--- src/rtl/fp_normalize_pack_if.sv ---
`default_nettype none
// ============================================================================
// Module      : fp_normalize_pack_if
// Description : Handshake and data bundle between the MAC accumulate stage,
//               the normalize/pack back end and the result consumer.
//               slave  - seen from fp_normalize_pack (accepts operands,
//                        produces results)
//               master - seen from the producer/consumer side
// Signals     : in_valid/in_ready   operand handshake
//               in_sign, in_exp[9:0], in_mant[47:0]   operand fields
//               out_valid/out_ready result handshake
//               out_result[31:0], out_overflow, out_underflow
// Revision    : 1.0 - initial release
// ============================================================================
interface fp_normalize_pack_if;
   logic        in_valid;
   logic        in_ready;
   logic        in_sign;
   logic [9:0]  in_exp;
   logic [47:0] in_mant;
   logic        out_valid;
   logic        out_ready;
   logic [31:0] out_result;
   logic        out_overflow;
   logic        out_underflow;

   modport slave (
      input  in_valid, in_sign, in_exp, in_mant, out_ready,
      output in_ready, out_valid, out_result, out_overflow, out_underflow
   );

   modport master (
      output in_valid, in_sign, in_exp, in_mant, out_ready,
      input  in_ready, out_valid, out_result, out_overflow, out_underflow
   );
endinterface
`default_nettype wire

--- src/rtl/fp_normalize_pack.sv ---
`default_nettype none
// ============================================================================
// Module      : fp_normalize_pack
// Description : Floating-point MAC result back end. Normalizes a 48-bit
//               unnormalized significand one bit per cycle, rounds to
//               nearest-even and packs an IEEE-754 single-precision word.
//               Overflow saturates to infinity, underflow flushes to zero.
// Ports       : clk  - rising-edge clock
//               rst  - synchronous active-high reset
//               bus  - fp_normalize_pack_if.slave (operand in, result out)
// Revision    : 1.0 - initial release
// ============================================================================
module fp_normalize_pack (
   input  wire logic          clk,
   input  wire logic          rst,
   fp_normalize_pack_if.slave bus
);

   localparam logic [1:0] S_IDLE  = 2'd0;
   localparam logic [1:0] S_NORM  = 2'd1;
   localparam logic [1:0] S_ROUND = 2'd2;
   localparam logic [1:0] S_DONE  = 2'd3;

   logic [1:0]         r_state;
   logic [1:0]         w_state_nxt;

   logic               r_sign;
   logic signed [10:0] r_exp;
   logic [47:0]        r_mant;
   logic               r_sticky;
   logic [31:0]        r_result;
   logic               r_ovf;
   logic               r_unf;

   // Significand binary point sits between bits 46 and 45; bit 47 is the
   // single possible carry bit from the accumulator.
   logic               w_mant_zero;
   logic               w_need_rshift;
   logic               w_need_lshift;

   logic               w_guard;
   logic               w_sticky_all;
   logic               w_round_up;
   logic               w_carry;
   logic [22:0]        w_frac_rnd;
   logic signed [10:0] w_exp_rnd;
   logic               w_ovf;
   logic               w_unf;
   logic [31:0]        w_pack;

   assign w_mant_zero   = (r_mant == 48'h0);
   assign w_need_rshift = r_mant[47];
   assign w_need_lshift = ~r_mant[46];

   // In ROUND bit 46 is always the hidden one, so the 24-bit keep field only
   // carries out when the 23 fraction bits are all ones and we round up. The
   // 23-bit sum then wraps to zero, which is exactly the 1.000.. fraction.
   assign w_guard      = r_mant[22];
   assign w_sticky_all = r_sticky | (|r_mant[21:0]);
   assign w_round_up   = w_guard & (w_sticky_all | r_mant[23]);
   assign w_carry      = w_round_up & (&r_mant[45:23]);
   assign w_frac_rnd   = r_mant[45:23] + {22'h0, w_round_up};
   assign w_exp_rnd    = r_exp + $signed({10'h0, w_carry});

   assign w_ovf = (w_exp_rnd >= 11'sd255);
   assign w_unf = (w_exp_rnd <= 11'sd0);

   always_comb begin
      w_pack = {r_sign, w_exp_rnd[7:0], w_frac_rnd};
      if (w_ovf) begin
         w_pack = {r_sign, 8'hFF, 23'h0};
      end else if (w_unf) begin
         w_pack = {r_sign, 31'h0};
      end
   end

   // ---------------------------------------------------------------- state
   always_ff @(posedge clk) begin
      if (rst) begin
         r_state <= S_IDLE;
      end else begin
         r_state <= w_state_nxt;
      end
   end

   always_comb begin
      w_state_nxt = r_state;
      case (r_state)
         S_IDLE: begin
            if (bus.in_valid) begin
               w_state_nxt = S_NORM;
            end
         end
         S_NORM: begin
            if (w_mant_zero) begin
               w_state_nxt = S_DONE;
            end else if (!w_need_rshift && !w_need_lshift) begin
               w_state_nxt = S_ROUND;
            end
         end
         S_ROUND: begin
            w_state_nxt = S_DONE;
         end
         S_DONE: begin
            if (bus.out_ready) begin
               w_state_nxt = S_IDLE;
            end
         end
         default: begin
            w_state_nxt = S_IDLE;
         end
      endcase
   end

   always_comb begin
      bus.in_ready      = (r_state == S_IDLE);
      bus.out_valid     = (r_state == S_DONE);
      bus.out_result    = r_result;
      bus.out_overflow  = r_ovf;
      bus.out_underflow = r_unf;
   end

   // ------------------------------------------------------------- datapath
   always_ff @(posedge clk) begin
      if (rst) begin
         r_sign   <= 1'b0;
         r_exp    <= 11'sd0;
         r_mant   <= 48'h0;
         r_sticky <= 1'b0;
         r_result <= 32'h0;
         r_ovf    <= 1'b0;
         r_unf    <= 1'b0;
      end else begin
         case (r_state)
            S_IDLE: begin
               if (bus.in_valid) begin
                  r_sign   <= bus.in_sign;
                  r_exp    <= {bus.in_exp[9], bus.in_exp};
                  r_mant   <= bus.in_mant;
                  r_sticky <= 1'b0;
               end
            end
            S_NORM: begin
               if (w_mant_zero) begin
                  r_result <= {r_sign, 31'h0};
                  r_ovf    <= 1'b0;
                  r_unf    <= 1'b0;
               end else if (w_need_rshift) begin
                  r_mant   <= {1'b0, r_mant[47:1]};
                  r_sticky <= r_sticky | r_mant[0];
                  r_exp    <= r_exp + 11'sd1;
               end else if (w_need_lshift) begin
                  r_mant <= {r_mant[46:0], 1'b0};
                  r_exp  <= r_exp - 11'sd1;
               end
            end
            S_ROUND: begin
               r_result <= w_pack;
               r_ovf    <= w_ovf;
               r_unf    <= w_unf & ~w_ovf;
            end
            default: begin
            end
         endcase
      end
   end

endmodule
`default_nettype wire

--- src/flat_wrapper.sv ---
// flat-port wrapper written by rule: the top's interface ports become plain ports
module fp_normalize_pack_flat 
  (clk, rst, bus_in_valid, bus_in_sign, bus_in_exp, bus_in_mant, bus_out_ready, bus_in_ready, bus_out_valid, bus_out_result, bus_out_overflow, bus_out_underflow);
  fp_normalize_pack_if bus_i ();
  input  wire logic clk;
  input  wire logic rst;
  input wire logic [$bits(bus_i.in_valid)-1:0] bus_in_valid;
  input wire logic [$bits(bus_i.in_sign)-1:0] bus_in_sign;
  input wire logic [$bits(bus_i.in_exp)-1:0] bus_in_exp;
  input wire logic [$bits(bus_i.in_mant)-1:0] bus_in_mant;
  input wire logic [$bits(bus_i.out_ready)-1:0] bus_out_ready;
  output wire logic [$bits(bus_i.in_ready)-1:0] bus_in_ready;
  output wire logic [$bits(bus_i.out_valid)-1:0] bus_out_valid;
  output wire logic [$bits(bus_i.out_result)-1:0] bus_out_result;
  output wire logic [$bits(bus_i.out_overflow)-1:0] bus_out_overflow;
  output wire logic [$bits(bus_i.out_underflow)-1:0] bus_out_underflow;
  assign bus_i.in_valid = bus_in_valid;
  assign bus_i.in_sign = bus_in_sign;
  assign bus_i.in_exp = bus_in_exp;
  assign bus_i.in_mant = bus_in_mant;
  assign bus_i.out_ready = bus_out_ready;
  assign bus_in_ready = bus_i.in_ready;
  assign bus_out_valid = bus_i.out_valid;
  assign bus_out_result = bus_i.out_result;
  assign bus_out_overflow = bus_i.out_overflow;
  assign bus_out_underflow = bus_i.out_underflow;
  fp_normalize_pack u_core (.clk(clk), .rst(rst), .bus(bus_i));
endmodule
--- config.mk ---
export PLATFORM = sky130hd
export DESIGN_NAME = fp_normalize_pack_flat
export DESIGN_NICKNAME = d
export VERILOG_FILES = /design/src/rtl/fp_normalize_pack_if.sv /design/src/rtl/fp_normalize_pack.sv /design/src/flat_wrapper.sv
export SDC_FILE = /design/constraint.sdc
export NUM_CORES = 1
export LEC_CHECK = 0
export CORE_MARGIN = 1.5
export CORE_UTILIZATION = 54
export CTS_CLUSTER_SIZE = 25
export DETAILED_ROUTE_END_ITERATION = 8
export PLACE_DENSITY = 0.81
export REMOVE_ABC_BUFFERS = 1
export SYNTH_ARGS = -nofsm -noshare
export SYNTH_HDL_FRONTEND = slang
export SYNTH_SLANG_ARGS = --single-unit
--- constraint.sdc ---
create_clock -name clk -period 4.4 [get_ports clk]
set_clock_uncertainty 0.05 [all_clocks]
set_input_delay 0.88 -clock clk [delete_from_list [all_inputs] [get_ports clk]]
set_output_delay 0.88 -clock clk [all_outputs]
set_load 0.005 [all_outputs]
==> metrics <==
Post-synth EDFFs 0; Die W approximately 110 um; Final Hold Viols 0; Die Area 11320 um^2; Post-CTS Setup Inserts 0; Overflow after GRT 0; Tcrit/Tclk final between 90 and 100%; commonest register cell after synthesis dfxtp_1; GPL Wtd Cong 0.8913; hold slack just under 400 ps; clk_lat worst skew 370 ps; largest net degree at the start of global routing 70; Longest Clk Path Bufs 2; H-tree Lvls 3; Critical Path RT 4630 ps; crit path kind flop to flop; count of hold-fix buffers inserted at cts 0; Starting Density between 50 and 60%; Final Max Tran Viols 0; power density of the placed cells approximately 740 nW/um^2; clock sink total 97; status complete, no violations; Net count, final 860; Area growth syn-to-layout 19.92%; Gate Count Post-Synth 721; final setup fails 0; Synth Cell Area 5772 um^2; Core Box Area just over 10000 um^2; most frequent cells in the layout nor2_1, clkdlybuf4s50_1, dfxtp_1, nand2_1, mux2i_1; Pleak 0.002718 uW; DRC Markers 0; Root Buffer clkbuf_8; element type at the critical path end flop; Total Wirelength approximately 15000 um; unrepaired setup endpoints after global routing no; FP Rows 37; total of warnings raised by yosys 0; Worst path max stage delay between 500 and 600 ps; Post-DRT Antenna Nets 0; Async S/R FF share, synth 0%; most common cell after layout, fill and taps aside nor2_1; #FFs+latches synth 97; critical path arrival ~4200 ps; CP cell instances and4_1 > nand3_1 > nor2_1 > and3_1 > ha_1 > ha_1 > and3_2 > nand4_1 > xor2_1 > and4b_1 > nand4_4 > o41ai_2; initial DRC count around 400; worst slew pin tran between 700 and 800 ps; CTS buffer count 9; Vias per Instance 5.988; sequential fraction of the synthesis area about a third; I/O Pins 99; TritonCTS clock tree yes; global-route wire length before repair roughly 24000 um; PortBufs 98; upper clock frequency limit roughly 0.25 GHz; initial antenna violation count 0; Hold Crit Class flop to flop; Vias roughly 5500; share of layout cells above drive strength 1 under 10%; startpoint types flop; CP Max Fanout 23; Most common cell on crit path ha_1; number of max-cap violations 0; Detailed Place HPWL about 10000 um; Fin Setup TNS 0 ps; Worst R2R Setup Slack approximately 400 ps; GR Util All Layers between 20% and 30%; min Tclk post-route between 4000 and 5000 ps; post-cts gate resize count 0; routed len/inst 15.78 um; total power 5153 uW; ANT cells 0; DR pass1 iterations 7; Clock Pin Slew Worst Setup and Hold Paths between 100 and 150 ps; Netlist cell types 57; slew margin rel. between 40 and 50%; average cell area after synthesis around 8 um^2; Peak VDD IR 0.4805 mV; vias in the first global route 5137; chip height 106.4 um; Final Util between 60% and 70%; CP max-delay cell dfxtp_1
## synthesized netlist by cell type, types with 2 or more instances
library cell	n	area, um^2
nor3_1	7	35.03
o211ai_1	2	15.01
a41oi_1	2	17.52
a211oi_1	14	105.1
o21bai_1	2	15.01
and2_1	2	12.51
a221oi_1	33	289.0
nand2b_1	2	12.51
mux2i_1	55	550.5
a21bo_2	2	20.02
nor3b_1	12	90.09
dfxtp_1	97	1942
nor2b_1	4	25.02
ha_1	16	200.2
nor4_1	8	50.05
a21oi_1	41	205.2
a31oi_1	3	18.77
buf_1	2	7.510
buf_6	5	56.30
xnor2_1	18	157.7
and4_1	2	17.52
buf_2	9	45.04
o21ai_0	15	75.07
xor2_1	19	166.4
and3_1	6	37.54
a22o_2	2	20.02
nor2_1	153	574.3
nand3_1	15	75.07
o21ai_1	20	100.1
nor4_2	3	37.54
nand4_1	9	56.30
a21o_1	4	30.03
nand2_1	65	244.0
a311oi_1	4	35.03
or2_2	2	12.51
clkbuf_1	39	146.4
inv_1	7	26.28
## worst max-delay path: cells and delay by family, from the launching register on
kind,cells,cell delay [ps]
AOI/OAI and AO/OA,1,400
xor gates and xnor gates,1,320
adders and majority gates,2,400
DFF,1,520
and+or+nand+nor,8,2210
## cells by family (layout without fill, tap and decap cells)
logic type / after synthesis / after routing / synth area share, %
DFF: 97 / 97 / 33.64
xor gates and xnor gates: 37 / 37 / 5.615
and+or+nand+nor: 298 / 298 / 23.87
adders and majority gates: 17 / 17 / 3.815
AOI/OAI and AO/OA: 152 / 152 / 18.19
buffers and inverters: 65 / 129 / 5.333
muxes: 55 / 55 / 9.538
## power by group
group	internal, uW	switching, uW	total, uW	leakage [uW]
Clock	247	337	584	0.000102
Combinational	1280	1580	2860	0.00182
Sequential	1200	512	1710	0.000796
Total	2720	2430	5150	0.00272
## final timing paths
kind | endpoint | cells after the start | from
worst max-delay path | u_core.bus.out_result[0] | 12 | u_core.r_mant[25]
worst min-delay path | u_core.bus.out_result[24] | 2 | u_core.bus.out_result[24]
worst max register to register | u_core.bus.out_result[0] | 12 | u_core.r_mant[25]
worst min register to register | u_core.bus.out_result[24] | 2 | u_core.bus.out_result[24]
## area by class of cell
cell class                 instances  area [um^2]
clock buffer                      11        151.4
clock inverter                     5        46.29
fill                             851         3448
inverter                           7        26.28
multi-input combinational        559         3548
sequential                        97         1943
tap                              136        170.2
timing repair buffer             106         1036
## sequential cells by signal (all words and copies together), names as in the netlist
register	cells
u_core.r_exp	11
u_core.r_sign	1
u_core.bus.out_overflow	1
u_core.bus.out_underflow	1
u_core.r_mant	48
u_core.r_sticky	1
u_core.bus.out_result	32
u_core.r_state	2
## per-layer routing
metal  routed length, um  up-vias  global-route usage (%)
met1                6367     2597                   33.30
met5                   0        -                       0
met3                 886       34                   4.047
met4                 332        0                   11.39
li1                    -     2682                       -
met2                6950      202                   42.63
## per-stage QoR
stage	cell area (um^2)	setup slack [ps]	std cells
after floorplan	5490	-2285	663
after global placement	6724	659.8	905
after detailed placement	6724	476.9	905
after CTS	6922	420.3	921
after global routing	6922	46.52	921
final	6922	399.4	921
Note: power is estimated with default switching activity, not from simulation.
